File: src/rtl/fmac_issue_ctrl_pkg.sv
// Shared FMAC definitions: operand/flag widths, rounding-mode type and the
// per-stage tracking record that follows each op down the datapath.
package fpu_defs_fmac;
  localparam int C_FMAC_OP_W      = 32;
  localparam int C_FMAC_FLAG_W    = 5;
  localparam int C_FMAC_EXP       = 8;
  localparam int C_FMAC_MANT      = 23;
  localparam int C_FMAC_ID_W      = 2;
  localparam int C_FMAC_TAG_MAX_W = 16;

  typedef logic [2:0] fmac_rnd_t;

  // id/tag sized for the largest supported configuration; unused upper bits stay 0
  typedef struct packed {
    logic                        vld;
    logic [C_FMAC_ID_W-1:0]      id;
    logic [C_FMAC_TAG_MAX_W-1:0] tag;
  } fmac_trk_t;
endpackage

File: src/rtl/fmac_issue_ctrl_rr_arb.sv
// Round-robin arbiter: winner is the first request at or after the pointer.
// Latency: combinational grant, pointer updates on the grant edge.
// Backpressure: en low suppresses all grants and freezes the pointer.
module fmac_rr_arb #(
  parameter int N  = 2,
  parameter int IW = (N > 1) ? $clog2(N) : 1
) (
  input  logic          clk,
  input  logic          rst_n,
  input  logic [N-1:0]  req,
  input  logic          en,
  output logic [N-1:0]  gnt,
  output logic [IW-1:0] win
);
  logic [IW-1:0] ptr_q;
  logic [IW-1:0] idx;
  logic          found;

  always_comb begin
    gnt   = '0;
    win   = '0;
    found = 1'b0;
    idx   = '0;
    if (en) begin
      for (int i = 0; i < N; i++) begin
        idx = IW'((int'(ptr_q) + i) % N);
        if (!found && req[idx]) begin
          found    = 1'b1;
          gnt[idx] = 1'b1;
          win      = idx;
        end
      end
    end
  end

  always_ff @(posedge clk) begin
    if (!rst_n)
      ptr_q <= '0;
    else if (found)
      ptr_q <= (int'(win) == N - 1) ? '0 : win + 1'b1;
  end
endmodule

File: src/rtl/fmac_issue_ctrl.sv
// Issue/retire control for one shared pipelined FMAC datapath across requesters.
// Latency: grant in cycle t returns Res_valid_SO in t+C_LAT+1 when unstalled.
// Backpressure: a full, unpopped result buffer with a valid last stage stalls every stage.
module fmac_issue_ctrl
  import fpu_defs_fmac::*;
#(
  parameter int C_NUM_REQ = 2,
  parameter int C_LAT     = 3,
  parameter int C_TAG_W   = 4
) (
  input  logic                               Clk_CI,
  input  logic                               Rst_RBI,
  input  logic                               Flush_SI,
  input  logic [C_NUM_REQ-1:0]               Req_SI,
  output logic [C_NUM_REQ-1:0]               Gnt_SO,
  input  logic [C_NUM_REQ*C_FMAC_OP_W-1:0]   Op_a_DI,
  input  logic [C_NUM_REQ*C_FMAC_OP_W-1:0]   Op_b_DI,
  input  logic [C_NUM_REQ*C_FMAC_OP_W-1:0]   Op_c_DI,
  input  logic [C_NUM_REQ*3-1:0]             Rnd_mode_DI,
  input  logic [C_NUM_REQ*C_TAG_W-1:0]       Tag_DI,
  output logic                               Dp_en_SO,
  output logic                               Dp_vld_SO,
  output logic [C_FMAC_OP_W-1:0]             Dp_op_a_DO,
  output logic [C_FMAC_OP_W-1:0]             Dp_op_b_DO,
  output logic [C_FMAC_OP_W-1:0]             Dp_op_c_DO,
  output fmac_rnd_t                          Dp_rnd_DO,
  input  logic [C_FMAC_OP_W-1:0]             Dp_res_DI,
  input  logic [C_FMAC_FLAG_W-1:0]           Dp_flags_DI,
  output logic [C_NUM_REQ-1:0]               Res_valid_SO,
  input  logic [C_NUM_REQ-1:0]               Res_ready_SI,
  output logic [C_FMAC_OP_W-1:0]             Res_DO,
  output logic [C_FMAC_FLAG_W-1:0]           Res_flags_DO,
  output logic [C_TAG_W-1:0]                 Res_tag_DO,
  output logic                               Busy_SO
);
  localparam int IW = (C_NUM_REQ > 1) ? $clog2(C_NUM_REQ) : 1;

  fmac_trk_t                trk_q [C_LAT];
  fmac_trk_t                trk_in;
  logic                     full_q;
  logic [IW-1:0]            buf_id_q;
  logic [C_FMAC_OP_W-1:0]   res_q;
  logic [C_FMAC_FLAG_W-1:0] flags_q;
  logic [C_TAG_W-1:0]       tag_q;
  logic [IW-1:0]            win;
  logic                     last_vld;
  logic                     pop;
  logic                     arb_en;

  assign last_vld = trk_q[C_LAT-1].vld;
  assign pop      = full_q & Res_ready_SI[buf_id_q];
  assign Dp_en_SO = ~last_vld | ~full_q | pop;
  // reset gating keeps grants at zero while requests are held through reset
  assign arb_en   = Rst_RBI & Dp_en_SO & ~Flush_SI;

  fmac_rr_arb #(.N(C_NUM_REQ), .IW(IW)) u_arb (
    .clk   (Clk_CI),
    .rst_n (Rst_RBI),
    .req   (Req_SI),
    .en    (arb_en),
    .gnt   (Gnt_SO),
    .win   (win)
  );

  assign Dp_vld_SO = |Gnt_SO;

  always_comb begin
    Dp_op_a_DO = '0;
    Dp_op_b_DO = '0;
    Dp_op_c_DO = '0;
    Dp_rnd_DO  = '0;
    trk_in     = '0;
    if (Dp_vld_SO) begin
      Dp_op_a_DO = Op_a_DI[int'(win)*C_FMAC_OP_W +: C_FMAC_OP_W];
      Dp_op_b_DO = Op_b_DI[int'(win)*C_FMAC_OP_W +: C_FMAC_OP_W];
      Dp_op_c_DO = Op_c_DI[int'(win)*C_FMAC_OP_W +: C_FMAC_OP_W];
      Dp_rnd_DO  = Rnd_mode_DI[int'(win)*3 +: 3];
      trk_in.vld = 1'b1;
      trk_in.id  = C_FMAC_ID_W'(win);
      trk_in.tag = C_FMAC_TAG_MAX_W'(Tag_DI[int'(win)*C_TAG_W +: C_TAG_W]);
    end
  end

  always_ff @(posedge Clk_CI) begin
    if (!Rst_RBI) begin
      for (int i = 0; i < C_LAT; i++) trk_q[i] <= '0;
      full_q   <= 1'b0;
      buf_id_q <= '0;
      res_q    <= '0;
      flags_q  <= '0;
      tag_q    <= '0;
    end else if (Flush_SI) begin
      for (int i = 0; i < C_LAT; i++) trk_q[i].vld <= 1'b0;
      full_q <= 1'b0;
    end else begin
      if (Dp_en_SO) begin
        trk_q[0] <= trk_in;
        for (int i = 1; i < C_LAT; i++) trk_q[i] <= trk_q[i-1];
      end
      // load wins over pop: a same-cycle pop+load keeps the buffer full with the new result
      if (Dp_en_SO && last_vld) begin
        full_q   <= 1'b1;
        buf_id_q <= IW'(trk_q[C_LAT-1].id);
        res_q    <= Dp_res_DI;
        flags_q  <= Dp_flags_DI;
        tag_q    <= trk_q[C_LAT-1].tag[C_TAG_W-1:0];
      end else if (pop) begin
        full_q <= 1'b0;
      end
    end
  end

  always_comb begin
    Res_valid_SO = '0;
    if (full_q) Res_valid_SO[buf_id_q] = 1'b1;
    Busy_SO = full_q;
    for (int i = 0; i < C_LAT; i++) Busy_SO = Busy_SO | trk_q[i].vld;
  end

  assign Res_DO       = res_q;
  assign Res_flags_DO = flags_q;
  assign Res_tag_DO   = tag_q;
endmodule

File: config.mk
export PLATFORM = sky130hd
export DESIGN_NAME = fmac_issue_ctrl
export DESIGN_NICKNAME = d
export VERILOG_FILES = /design/src/rtl/fmac_issue_ctrl_pkg.sv /design/src/rtl/fmac_issue_ctrl_rr_arb.sv /design/src/rtl/fmac_issue_ctrl.sv
export SDC_FILE = /design/constraint.sdc
export NUM_CORES = 1
export LEC_CHECK = 0
export CAP_MARGIN = 20
export CORE_AREA = 8 8 146 148
export CTS_CLUSTER_DIAMETER = 120
export DETAILED_ROUTE_END_ITERATION = 12
export DIE_AREA = 0 0 154 156
export PLACE_DENSITY_LB_ADDON = 0.08
export SETUP_SLACK_MARGIN = 0.05
export SLEW_MARGIN = 20
export SYNTH_ARGS = -nofsm -noshare
export SYNTH_HDL_FRONTEND = slang
export SYNTH_SLANG_ARGS = --single-unit
File: constraint.sdc
create_clock -name Clk_CI -period 5.09 [get_ports Clk_CI]
set_clock_uncertainty 0.15 [all_clocks]
set_input_delay 0.7635 -clock Clk_CI [delete_from_list [all_inputs] [get_ports Clk_CI]]
set_output_delay 0.7635 -clock Clk_CI [all_outputs]
set_load 0.02 [all_outputs]
**Yosys cells after proc, flatten, opt, wreduce, memory -nomap -nowiden**

Memory sizes are Yosys's and may differ from the RTL's.
Cells that the tools add are included.

- Add/sub/neg operators: 2
- $mul: 1
- Magnitude comparators: 6
- Shift-type cells: 5
- Mux-type cells: 49
- Bitwise gates (word level): 22
- Reduce and logical (&&, ||, !) cells: 10

Operators with widths:

| cell | count |
|---|---|
| variable part select 64 x 7 -> 32 bit | 3 |
| two-way mux 32 bit | 3 |
| two-way mux 18 bit | 3 |
| two-way mux 1 bit | 33 |
| two-way mux 19 bit | 1 |
| bitwise OR 1 bit | 14 |
| two-way mux 2 bit | 5 |
| variable part select 8 x 4 -> 4 bit | 1 |
| < comparator 1 x 2 -> 1 bit (second input constant) | 3 |
| variable part select 6 x 4 -> 3 bit | 1 |
| logical AND 1 bit | 5 |
| inverter 1 bit | 4 |
| OR reduction 2 bit | 2 |
| AND 1 bit | 3 |
| demux 1 bit (select 1 bit) | 3 |
| greater-or-equal comparator 1 bit (second input constant) | 3 |
| multiplier 1 x 2 -> 3 bit (second input constant) | 1 |
| two-way mux 3 bit | 1 |
| adder 1 bit (second input constant) | 2 |
| bitwise OR 2 bit | 1 |
| AND reduction 2 bit | 1 |
| nonzero test 2 bit | 1 |
| zero test 1 bit | 1 |

- Flip-flop bits (word level): 44
- Memory bits (writable): 57
- Input port bits: 250
- Output and inout port bits: 147
- Memories: 1

Memory list:

| memory | depth | width | rd ports | clocked after memory_dff | write ports | line | text |
|---|---|---|---|---|---|---|---|
| trk_q | 3 | 19 | 3 | 0 | 3 | fmac_issue_ctrl.sv:38 | `fmac_trk_t trk_q [C_LAT];` |

**Longest topological paths before layout**

Gate-level depths: netlist of the first run.

- Word-level depth: 14
- Mapped depth: 7
- Mapped depth without buffers: 4

**Cells and area by module**

From an unflattened synthesis of the first run, not the netlist that was laid out.

- Cells, all modules: 392
- Area total of the unflattened synthesis: 3643.5 µm²

Modules (own cells, without submodules):

| module | instances | cells each | area each (µm²) |
|---|---|---|---|
| fmac_issue_ctrl | 1 | 382 | 3579.7 |
| fmac_rr_arb | 1 | 10 | 63.8 |

**Least setup slack after synthesis of the first run**

OpenSTA, ideal clock, no wires.

- Path kind: input-to-output
- From: in Req_SI[0]
- To: out Dp_op_a_DO[27]
- Data arrival time: 1.962 ns
- Data required time: 4.177 ns
- Slack: 2.214 ns
- Stages: 7
- Buffers on the path: 4
- Cells stage by stage: buf_2 -> nand2b_1 -> buf_2 -> buf_4 -> clkbuf_1 -> nand3_1 -> a21oi_1

- Cells in the longest elaborated chain, start to end: 10

Ends and longest elaborated chain:

| what | line | text |
|---|---|---|
| from (decl) | fmac_issue_ctrl.sv:14 | `input logic [C_NUM_REQ-1:0] Req_SI,` |
| two-way mux 1 bit (implied by the code) (2 in a row) | fmac_issue_ctrl_rr_arb.sv:27 | `if (!found && req[idx]) begin` |
| two-way mux 1 bit | fmac_issue_ctrl_rr_arb.sv:27 |  |
| two-way mux 1 bit | fmac_issue_ctrl_rr_arb.sv:24 | `if (en) begin` |
| zero test 1 bit | fmac_issue_ctrl_rr_arb.sv:27 |  |
| logical AND 1 bit | fmac_issue_ctrl_rr_arb.sv:27 |  |
| two-way mux 1 bit or two-way mux 2 bit (tied branches) | fmac_issue_ctrl_rr_arb.sv:27 |  |
| two-way mux 1 bit or two-way mux 2 bit (tied branches) | fmac_issue_ctrl_rr_arb.sv:24 |  |
| variable part select 64 x 7 -> 32 bit or OR reduction 2 bit (tied branches) | fmac_issue_ctrl.sv:74, fmac_issue_ctrl.sv:65 |  |
| two-way mux 32 bit * | fmac_issue_ctrl.sv:73 | `if (Dp_vld_SO) begin` |
| to (decl) | fmac_issue_ctrl.sv:23 | `output logic [C_FMAC_OP_W-1:0] Dp_op_a_DO,` |

Mark *: on every way between the ends. The rest lies on a longest branch, timed or not. The select of a mux whose other input is x is not followed.

**Worst setup path in the final report of the first run**

- From: in Res_ready_SI[1]
- To: out Dp_op_c_DO[20]

- Cells in the longest elaborated chain, start to end: 9

Ends and longest elaborated chain:

| what | line | text |
|---|---|---|
| from (decl) | fmac_issue_ctrl.sv:30 | `input logic [C_NUM_REQ-1:0] Res_ready_SI,` |
| two-way mux 1 bit (implied by the code) * (2 in a row) | fmac_issue_ctrl.sv:51 | `assign pop = full_q & Res_ready_SI[buf_id_q];` |
| AND 1 bit * | fmac_issue_ctrl.sv:51 |  |
| bitwise OR 1 bit * | fmac_issue_ctrl.sv:52 | `assign Dp_en_SO = ~last_vld \| ~full_q \| pop;` |
| AND 1 bit * (2 in a row) | fmac_issue_ctrl.sv:54 | `assign arb_en = Rst_RBI & Dp_en_SO & ~Flush_SI;` |
| two-way mux 1 bit or two-way mux 2 bit (tied branches) | fmac_issue_ctrl_rr_arb.sv:24 |  |
| variable part select 64 x 7 -> 32 bit or OR reduction 2 bit (tied branches) | fmac_issue_ctrl.sv:76, fmac_issue_ctrl.sv:65 |  |
| two-way mux 32 bit * | fmac_issue_ctrl.sv:73 |  |
| to (decl) | fmac_issue_ctrl.sv:25 | `output logic [C_FMAC_OP_W-1:0] Dp_op_c_DO,` |

Marks and branches as above.

==> impl_metrics.csv, run 1 <==
group,metric,value,unit
yosys,netlist_instances,624,
critical_path,cp_cell_sequence,"clkdlybuf4s50_1 > mux2i_2 > a31o_4 > buf_4 > a21oi_1 > clkdlybuf4s50_1",
clocking,clk_pin_slew,0.06,ns
yosys,synth.distinct_cells,28,
clocking,cts-root-buf,"clkbuf_16",
yosys,yosys.area_share.xor_xnor,0,
yosys,synth_area_leaders,"dfxtp_1, o211ai_1, edfxtp_1",
yosys,seq_area_frac_synth,0.302,
yosys,synth_compound_area_frac,0.309,
cells_and_area,areaGrowthSynthToFinish,92.3,%
cells_and_area,multi_input_area,2910,sq um
sta,tightest_slew,0.890,ns
clocking,h-tree-depth,3,
flow_run,cap_violations,0,
critical_path,worstPathRequired,4.18,ns
detailed_routing,totalWireLength,25.5,mm
critical_path,cp-end-kind,"output port",
cells_and_area,ff_latch_area,1420,sq um
global_routing,track_usage,0.200,
sta,rsz0062_at_grt,"no",
sta,hold_viol,0,
critical_path,critPathBufInv,3,
power,p_total,1.73,mW
floorplan,fp.coreArea,19100,sq um
detailed_routing,vias,6071,
floorplan,start_util,0.247,
floorplan,io_pins,397,
global_routing,antenna_found_initial,4,
critical_path,crit_arrival,3.20,ns
placed_design,post-dp-hpwl,18.9,mm
critical_path,cpPeakStageDelay,0.58,ns
critical_path,worst_path_most_repeated_cell,"clkdlybuf4s50_1",
critical_path,crit_path_start_kind,"primary input",
global_routing,grt-ovfl-total,0,
status,outcome,"finished, final reports clean",
power,p_per_area,191,nW/um^2
global_routing,grt_pass1_wl,37.6,mm
yosys,synth-simple-area-share,0.212,
critical_path,cp_top_family,"buffers and inverters",
floorplan,die_w,154,um
critical_path,cp_max_fo,29,
cells_and_area,drive_above_1_share,0.0687,
yosys,synth_top_area_share,0.187,
global_routing,grt_start_max_net_pins,88,
yosys,yosys_register_bits,62,
sta,relSlewSlack,0.404,
clocking,cts-resized-gates,0,
yosys,synth_top_family_by_area,"compound AO/OA/AOI/OAI gates",
critical_path,slowest_stage,"clkdlybuf4s50_1",
placed_design,numPortBuffers,396,
cells_and_area,num-fill-cells,1888,
clocking,cts_hold_buf,0,
floorplan,rows,51,
clocking,tritoncts,"yes",
placed_design,gp_congestion,0.807,
global_routing,grt_pass1_vias,6136,
detailed_routing,drt_iter0_drc,552,
yosys,synth_mux_area_frac,0.0922,
yosys,synth_top_area_cell,"dfxtp_1",
detailed_routing,drc,0,
sta,finalCriticalPeriod,4.12,ns
floorplan,die_h,156,um
sta,setup_violations,0,
detailed_routing,dr.pass1.iters,8,
cells_and_area,finish.net_count,1206,
clocking,cts_buffer_depth,2,
clocking,clock_latency,0.33,ns
sta,hold_ws,0.303,ns
power,leakage,2.92,nW
clocking,clock_sinks,62,
sta,slew_violations,0,
worst_hold_path,hold_class,"flop to flop",
sta,timing.fmax,0.243,GHz
critical_path,worstSetupPathType,"primary input to output port",
detailed_routing,routedWlPerCell,21.2,um
yosys,yosys_warnings,0,
clocking,cts_buffers,9,
cells_and_area,final_cells,1202,
yosys,synthAdderAreaFrac,0,
yosys,synth_fp_nets,874,
yosys,synth.avg_cell_area,7.55,sq um
power,ir_worst_vdd,0.000124,V
floorplan,die_area,24000,sq um
detailed_routing,ant_nets,0,
clocking,post-cts-setup-buffer-count,0,
yosys,synth_area,4710,sq um
detailed_routing,vias_per_cell,5.05,
sta,finalCritPeriodShare,0.809,
sta,fin_setup_tns,0,ns
placed_design,placed_cells,1183,
tightest hold or removal path: cells and delay by family (launching register included):
| kind | cells | cell delay [ns] |
|---|---|---|
| flip-flops | 1 | 0.30 |
| AND/OR/NAND/NOR | 1 | 0.05 |
| multiplexers | 1 | 0.05 |
cells in the final DEF, fill, tap and decap left out, drive strengths merged, types with 2 or more instances in the layout:
cell,n
a21oi,105
and2,13
and3,2
buf,14
bufinv,2
clkbuf,11
clkdlybuf4s50,393
clkinv,3
dfxtp,44
diode,3
edfxtp,18
inv,2
mux2i,43
nand2,86
nand2b,3
nand3,104
nor2,6
o211ai,103
cells in the mapped netlist:
cell type  count
a21oi_1       74
a21oi_2       31
a311oi_1       1
a31o_1         1
a31oi_1        1
and2_1        13
and3_1         2
buf_1          2
buf_2         15
buf_4          5
buf_6          4
clkbuf_1      60
dfxtp_1       44
edfxtp_1      18
inv_1          1
inv_2          2
mux2i_1       42
mux2i_2        1
nand2_1       86
nand2b_1       3
nand3_1      104
nor2_1         6
nor2b_1        1
o211ai_1     103
o21ai_0        1
o32ai_1        1
or2_2          1
or4_1          1
registers in the layout, summed over array words and instances (netlist names):
signal        cells
Res_DO           32
trk_q            18
Res_flags_DO      5
Res_tag_DO        4
buf_id_q          1
full_q            1
u_arb.ptr_q       1
power by group:
| group | internal [mW] | switching [mW] |
|---|---|---|
| sequential | 0.518 | 0.00297 |
| combinational | 0.284 | 0.249 |
| clock | 0.457 | 0.217 |
worst paths after layout:
path                           from                        end  slack [ns]  cells past startpoint
max                 Res_ready_SI[1]             Dp_op_c_DO[20]        0.97                      6
min          Res_DO[0]$_SDFFE_PN0P_     Res_DO[0]$_SDFFE_PN0P_        0.30                      2
max reg2reg   buf_id_q$_SDFFE_PN0P_  trk_q[0][0]$_SDFFCE_PN0P_        2.85                      4
min reg2reg  Res_DO[0]$_SDFFE_PN0P_     Res_DO[0]$_SDFFE_PN0P_        0.30                      2
layout make-up:
class,count,area share
sequential,62,0.157
multi-input combinational,473,0.321
tap,238,0.0329
inverter,3,0.00152
clock buffer,11,0.0280
timing repair buffer,407,0.450
clock inverter,5,0.00870
antenna,3,0.000829
metrics by stage:
stage | setup slack, ns | util | area, sq um
2_1_floorplan | 2.21 | - | 4710
3_3_place_gp | 0.956 | 0.457 | 8720
3_5_place_dp | 0.984 | 0.457 | 8720
4_1_cts | 0.957 | 0.474 | 9050
5_1_grt | 0.848 | 0.475 | 9060
6_report | 0.973 | 0.475 | 9060
routing by layer:
metal,part of all wire,vias up,GRT usage
met4,0.025,2,0.0817
li1,-,2960,-
met5,0.00039,-,0
met2,0.50,281,0.343
met1,0.38,2791,0.223
met3,0.091,37,0.0693
kinds of logic after synthesis:
| family | after synthesis |
|---|---|
| AO/OA/AOI/OAI | 213 |
| buffers and inverters | 89 |
| flip-flops | 62 |
| multiplexers | 43 |
| AND/OR/NAND/NOR | 217 |
No activity file was read; power rests on OpenSTA's default activity.
==> run 2: changes to the inputs <==
--- a/config.mk
+++ b/config.mk
@@ -6,10 +6,10 @@
 export NUM_CORES = 1
 export LEC_CHECK = 0
 export CAP_MARGIN = 20
-export CORE_AREA = 8 8 146 148
+export CORE_AREA = 8 8 148 150
 export CTS_CLUSTER_DIAMETER = 120
 export DETAILED_ROUTE_END_ITERATION = 12
-export DIE_AREA = 0 0 154 156
+export DIE_AREA = 0 0 156 158
 export PLACE_DENSITY_LB_ADDON = 0.08
 export SETUP_SLACK_MARGIN = 0.05
 export SLEW_MARGIN = 20
==> constraint.sdc (replaced) <==
create_clock -name Clk_CI -period 4 [get_ports Clk_CI]
set_clock_uncertainty 0.15 [all_clocks]
set_input_delay 0.6 -clock Clk_CI [delete_from_list [all_inputs] [get_ports Clk_CI]]
set_output_delay 0.6 -clock Clk_CI [all_outputs]
set_load 0.02 [all_outputs]
==> run 2 against run 1 <==
Effect of this change: combinational power rose by 31%; critical path depth did not move; non-clock buffer count rose by 8; register-to-register slack got worse by 0.74 ns; count of clock-buffer cells in the layout rose by 1; total power rose by 27%; first-iteration DRC count fell by 39%; worst setup slack got worse by 0.45 ns; via count fell by 1.5%; die area rose by 2.6%; global-route usage fell by 0.55 points; flip-flop and latch count did not move.
==> impl_metrics.csv, run 2 (synthesis results as in run 1) <==
group,metric,value,unit
cells_and_area,largest_reg_flops,32,
critical_path,crit_arrival,2.73,ns
flow_run,cap_violations,0,
clocking,tritoncts,"yes",
clocking,cts_buffers,9,
critical_path,slowest_stage,"clkdlybuf4s50_1",
worst_hold_path,hold_class,"flop to flop",
floorplan,die_w,156,um
floorplan,start_util,0.239,
global_routing,grt_pass1_wl,37.2,mm
cells_and_area,drive_above_1_share,0.0764,
detailed_routing,drc,0,
critical_path,cp_max_fo,24,
sta,finalCritPeriodShare,0.870,
power,leakage,2.98,nW
critical_path,crit_path_start_kind,"primary input",
clocking,h-tree-depth,3,
floorplan,io_pins,397,
global_routing,grt-ovfl-total,0,
critical_path,r2r-start,"buf_id_q$_SDFFE_PN0P_",
critical_path,worst_path_most_repeated_cell,"clkdlybuf4s50_1",
clocking,clock_sinks,62,
sta,rsz0062_at_grt,"no",
power,p_per_area,237,nW/um^2
floorplan,rows,52,
sta,setup_violations,0,
detailed_routing,vias,5977,
global_routing,grt_pass1_vias,6092,
placed_design,post-dp-hpwl,18.9,mm
global_routing,grt_start_max_net_pins,106,
clocking,clk_pin_slew,0.05,ns
status,outcome,"finished, final reports clean",
critical_path,worstPathRequired,3.25,ns
detailed_routing,routedWlPerCell,20.5,um
global_routing,antenna_found_initial,4,
clocking,post-cts-setup-buffer-count,0,
power,ir_worst_vdd,0.000154,V
clocking,cts-resized-gates,0,
cells_and_area,finish.net_count,1214,
detailed_routing,dr.pass1.iters,4,
clocking,clock_latency,0.32,ns
clocking,cts-root-buf,"clkbuf_16",
critical_path,cp-end-kind,"output port",
sta,hold_viol,0,
cells_and_area,num-fill-cells,1963,
critical_path,worstSetupPathType,"primary input to output port",
detailed_routing,ant_nets,0,
sta,finalCriticalPeriod,3.48,ns
sta,relSlewSlack,0.463,
sta,slew_violations,0,
cells_and_area,final_common_cell,"clkdlybuf4s50_1",
cells_and_area,areaGrowthSynthToFinish,96.0,%
global_routing,track_usage,0.195,
critical_path,cp-startpoint,"Flush_SI",
detailed_routing,vias_per_cell,4.81,
critical_path,cpPeakStageDelay,0.67,ns
floorplan,fp.coreArea,19700,sq um
sta,hold_ws,0.304,ns
floorplan,die_h,158,um
worst_hold_path,hp-start,"Res_flags_DO[2]$_SDFFE_PN0P_",
sta,fin_setup_tns,0,ns
sta,tightest_slew,0.806,ns
critical_path,cp_cell_sequence,"clkdlybuf4s50_1 > nand2b_1 > a31o_4 > buf_12 > a21oi_1 > clkdlybuf4s50_1",
detailed_routing,drt_iter0_drc,337,
placed_design,gp_congestion,0.820,
sta,timing.fmax,0.287,GHz
cells_and_area,mostFrequentLayoutCells,"clkdlybuf4s50_1, nand3_1, o211ai_1",
floorplan,die_area,24600,sq um
clocking,cts_hold_buf,0,
clocking,cts_buffer_depth,2,
detailed_routing,totalWireLength,25.5,mm
placed_design,numPortBuffers,396,
run 2: cell types whose count changed in the layout (fill, tap and decap cells not counted):
cell / previous run / this run
diode_2: 3 / 4
buf_4: 10 / 12
bufinv_16: 2 / 1
buf_12: 3 / 9
clkbuf_16: 10 / 11
clkinvlp_4: 1 / 2
inv_4: 1 / 0
run 2: where the power goes:
group	leakage [nW]	switching (mW)	total, mW	internal (mW)
sequential	0.557	0.00376	0.663	0.660
combinational	2.27	0.321	0.696	0.375
clock	0.155	0.272	0.829	0.556
total	2.98	0.597	2.19	1.59
run 2: layout make-up:
| class | instances | area (sq um) | area share |
|---|---|---|---|
| timing repair buffer | 415 | 4210 | 0.456 |
| clock inverter | 4 | 50.0 | 0.00542 |
| tap | 270 | 338 | 0.0366 |
| inverter | 3 | 13.8 | 0.00149 |
| sequential | 62 | 1420 | 0.154 |
| multi-input combinational | 473 | 2910 | 0.315 |
| clock buffer | 12 | 279 | 0.0302 |
| antenna | 4 | 10.0 | 0.00108 |
run 2: critical path, delay by kind of cell:
kind / cells / cell delay (ns)
AO/OA/AOI/OAI: 2 / 0.57
buffers and inverters: 3 / 1.33
AND/OR/NAND/NOR: 1 / 0.22
run 2: per-layer routing:
layer / up-vias / track usage / share of wire
li1: 2972 / - / -
met1: 2721 / 0.219 / 0.39
met4: 0 / 0.0712 / 0.020
met2: 258 / 0.325 / 0.49
met5: - / 0 / 0
met3: 26 / 0.0808 / 0.10
run 2: final timing paths:
path	to	slack, ns	cells past startpoint
hold reg to reg	Res_flags_DO[2]$_SDFFE_PN0P_	0.30	2
setup reg to reg	trk_q[0][56]$_SDFFCE_PN0P_	2.11	5
setup / recovery	Dp_op_c_DO[14]	0.52	6
hold / removal	Res_flags_DO[2]$_SDFFE_PN0P_	0.30	2
run 2: metrics by stage:
stage                     area (sq um)  setup slack (ns)  cells  total power, mW  utilization
final                             9230             0.522   1243             2.19        0.468
after global routing              9230             0.461   1243             2.30        0.468
after CTS                         9220             0.519   1239             2.22        0.468
after detailed placement          8890             0.539   1223             1.37        0.451
after global placement            8890             0.550   1223             1.38        0.451
after floorplan                   4710              1.42    624            0.967            -
==> run 3: changes to the inputs <==
--- a/config.mk
+++ b/config.mk
@@ -6,10 +6,10 @@
 export NUM_CORES = 1
 export LEC_CHECK = 0
 export CAP_MARGIN = 20
-export CORE_AREA = 8 8 148 150
+export CORE_AREA = 8 8 146 148
 export CTS_CLUSTER_DIAMETER = 120
 export DETAILED_ROUTE_END_ITERATION = 12
-export DIE_AREA = 0 0 156 158
+export DIE_AREA = 0 0 154 156
 export PLACE_DENSITY_LB_ADDON = 0.08
 export SETUP_SLACK_MARGIN = 0.05
 export SLEW_MARGIN = 20
==> run 3 against run 2 <==
Effect of this change: register-to-register slack lost 0.07 ns; wire length down 1.2%; final cell count down 3.1%; sequential share of layout area grew 0.13 points; sequential power is essentially flat; critical path depth did not move; clock power about the same; non-clock buffer count down 3; die area fell by 2.5%; worst setup slack got worse by 0.00083 ns; utilization rose by 1.1 points; critical path type unchanged; critical endpoint is now Gnt_SO[1]; largest cell class unchanged.
==> impl_metrics.csv, run 3 (synthesis results as in run 1) <==
group,metric,value,unit
status,outcome,"finished, final reports clean",
clocking,cts_buffers,9,
floorplan,die_h,156,um
power,p_sw,592,uW
cells_and_area,areaGrowthSynthToFinish,94.4,%
detailed_routing,wl_met1,9.69,mm
critical_path,r2r_slack,2.04,ns
detailed_routing,routedWlPerCell,21.0,um
critical_path,slowest_stage,"clkdlybuf4s50_1",
cells_and_area,largest_reg_flops,32,
critical_path,worstSetupPathType,"primary input to output port",
sta,finalCriticalPeriod,3.48,ns
power,p_seq_frac,0.304,
detailed_routing,wl_met2,12.7,mm
cells_and_area,drive_above_1_share,0.0735,
detailed_routing,vias,6049,
critical_path,worst_path_most_repeated_cell,"clkdlybuf4s50_1",
power,p_per_area,239,nW/um^2
critical_path,cp_max_fo,52,
critical_path,cp_cell_sequence,"clkdlybuf4s50_1 > mux2i_2 > a31o_4 > buf_12 > nor2_1 > clkdlybuf4s50_1",
detailed_routing,dr_wl_met3,2.34,mm
critical_path,crit_cells,6,
detailed_routing,drc,0,
power,internal-power,1.59,mW
detailed_routing,maxUsedRoutingLayer,"met4",
cells_and_area,n_antenna_cell,0,
global_routing,track_usage,0.199,
power,leakage,2.97,nW
sta,finalCritPeriodShare,0.870,
critical_path,cp_top_family,"buffers and inverters",
floorplan,fp.coreArea,19100,sq um
detailed_routing,totalWireLength,25.2,mm
power,p_clk_frac,0.380,
critical_path,r2r-start,"buf_id_q$_SDFFE_PN0P_",
clocking,clock_latency,0.32,ns
sta,hold_viol,0,
cells_and_area,mostFrequentLayoutCells,"clkdlybuf4s50_1, nand3_1, o211ai_1",
critical_path,worstPathRequired,3.25,ns
clocking,cts-root-buf,"clkbuf_16",
sta,fin_ws,0.521,ns
detailed_routing,vias_per_cell,5.02,
power,ir_worst_vdd,0.000162,V
clocking,cts_buffer_depth,2,
floorplan,io_pins,397,
detailed_routing,drt_iter0_drc,359,
global_routing,grt_start_max_net_pins,107,
clocking,clk_pin_slew,0.05,ns
placed_design,gp_congestion,0.869,
floorplan,rows,51,
global_routing,antenna_found_initial,0,
critical_path,reg2reg_depth,4,
clocking,cts-resized-gates,0,
floorplan,start_util,0.247,
critical_path,critPathBufInv,3,
sta,slew_violations,0,
placed_design,numPortBuffers,396,
cells_and_area,final_common_cell,"clkdlybuf4s50_1",
critical_path,cpPeakStageDelay,0.57,ns
clocking,post-cts-setup-buffer-count,0,
global_routing,grt-ovfl-total,0,
clocking,cts_hold_buf,0,
clocking,tritoncts,"yes",
placed_design,dpl_worst_slack,0.531,ns
sta,timing.fmax,0.287,GHz
placed_design,post-dp-hpwl,18.6,mm
power,sw_frac_of_total,0.271,
critical_path,cp-end-kind,"output port",
cells_and_area,finish.net_count,1211,
power,combPwrFrac,0.316,
global_routing,grt_pass1_wl,37.6,mm
detailed_routing,dr.pass1.iters,5,
clocking,h-tree-depth,3,
flow_run,cap_violations,0,
worst_hold_path,hold_class,"flop to flop",
sta,setup_violations,0,
critical_path,crit_path_start_kind,"primary input",
critical_path,endpoint,"Gnt_SO[1]",
detailed_routing,ant_nets,0,
floorplan,die_w,154,um
sta,tightest_slew,0.811,ns
global_routing,grt_pass1_vias,6173,
clocking,clock_sinks,62,
critical_path,cp-startpoint,"Res_ready_SI[0]",
critical_path,crit_arrival,2.73,ns
sta,rsz0062_at_grt,"no",
sta,relSlewSlack,0.459,
sta,fin_setup_tns,0,ns
critical_path,r2r-end,"trk_q[0][56]$_SDFFCE_PN0P_",
floorplan,die_area,24000,sq um
[run 3: routing by layer]
metal  vias up  GRT usage
met3        30     0.0706
li1       2968          -
met1      2786      0.223
met2       265      0.349
met4         0     0.0593
met5         -          0
[run 3: cell type report]
cell class	instances	area (sq um)
timing repair buffer	412	4190
inverter	3	13.8
clock buffer	10	239
fill	1841	9930
tap	238	298
multi-input combinational	473	2910
sequential	62	1420
clock inverter	6	83.8
[run 3: worst min path at each step]
stage                     cells past startpoint                      endpoint  slack (ns)                          from
after detailed placement                      2       Res_DO[10]$_SDFFE_PN0P_        0.30       Res_DO[10]$_SDFFE_PN0P_
after floorplan                               2      u_arb.ptr_q$_SDFFE_PN0P_        0.32      u_arb.ptr_q$_SDFFE_PN0P_
after global routing                          2  Res_flags_DO[0]$_SDFFE_PN0P_        0.32  Res_flags_DO[0]$_SDFFE_PN0P_
after CTS                                     2       Res_DO[26]$_SDFFE_PN0P_        0.31       Res_DO[26]$_SDFFE_PN0P_
final                                         2       Res_DO[20]$_SDFFE_PN0P_        0.30       Res_DO[20]$_SDFFE_PN0P_
after global placement                        2        Res_DO[5]$_SDFFE_PN0P_        0.29        Res_DO[5]$_SDFFE_PN0P_
[run 3: metrics by stage]
| stage | cells | hold WS (ns) | instance area (sq um) | utilization | power (mW) |
|---|---|---|---|---|---|
| 2_1_floorplan | 624 | 0.319 | 4710 | - | 0.967 |
| 4_1_cts | 1204 | 0.306 | 9150 | 0.480 | 2.22 |
| 3_3_place_gp | 1188 | 0.291 | 8830 | 0.463 | 1.37 |
| 6_report | 1204 | 0.302 | 9150 | 0.480 | 2.19 |
| 5_1_grt | 1204 | 0.317 | 9150 | 0.480 | 2.30 |
| 3_5_place_dp | 1188 | 0.296 | 8830 | 0.463 | 1.37 |
[run 3: worst min-delay path: stages (launching register included)]
cell and delay [ns]:
dfxtp_1 0.30, nand2_1 0.05, mux2i_1 0.05
[run 3: power by group through the flow]
stage / Sequential, mW / Combinational [mW] / Clock, mW
5_1_grt: 0.665 / 0.745 / 0.890
6_report: 0.664 / 0.691 / 0.831
2_1_floorplan: 0.677 / 0.290 / 0
3_5_place_dp: 0.677 / 0.692 / 0
4_1_cts: 0.664 / 0.697 / 0.858
3_3_place_gp: 0.676 / 0.696 / 0
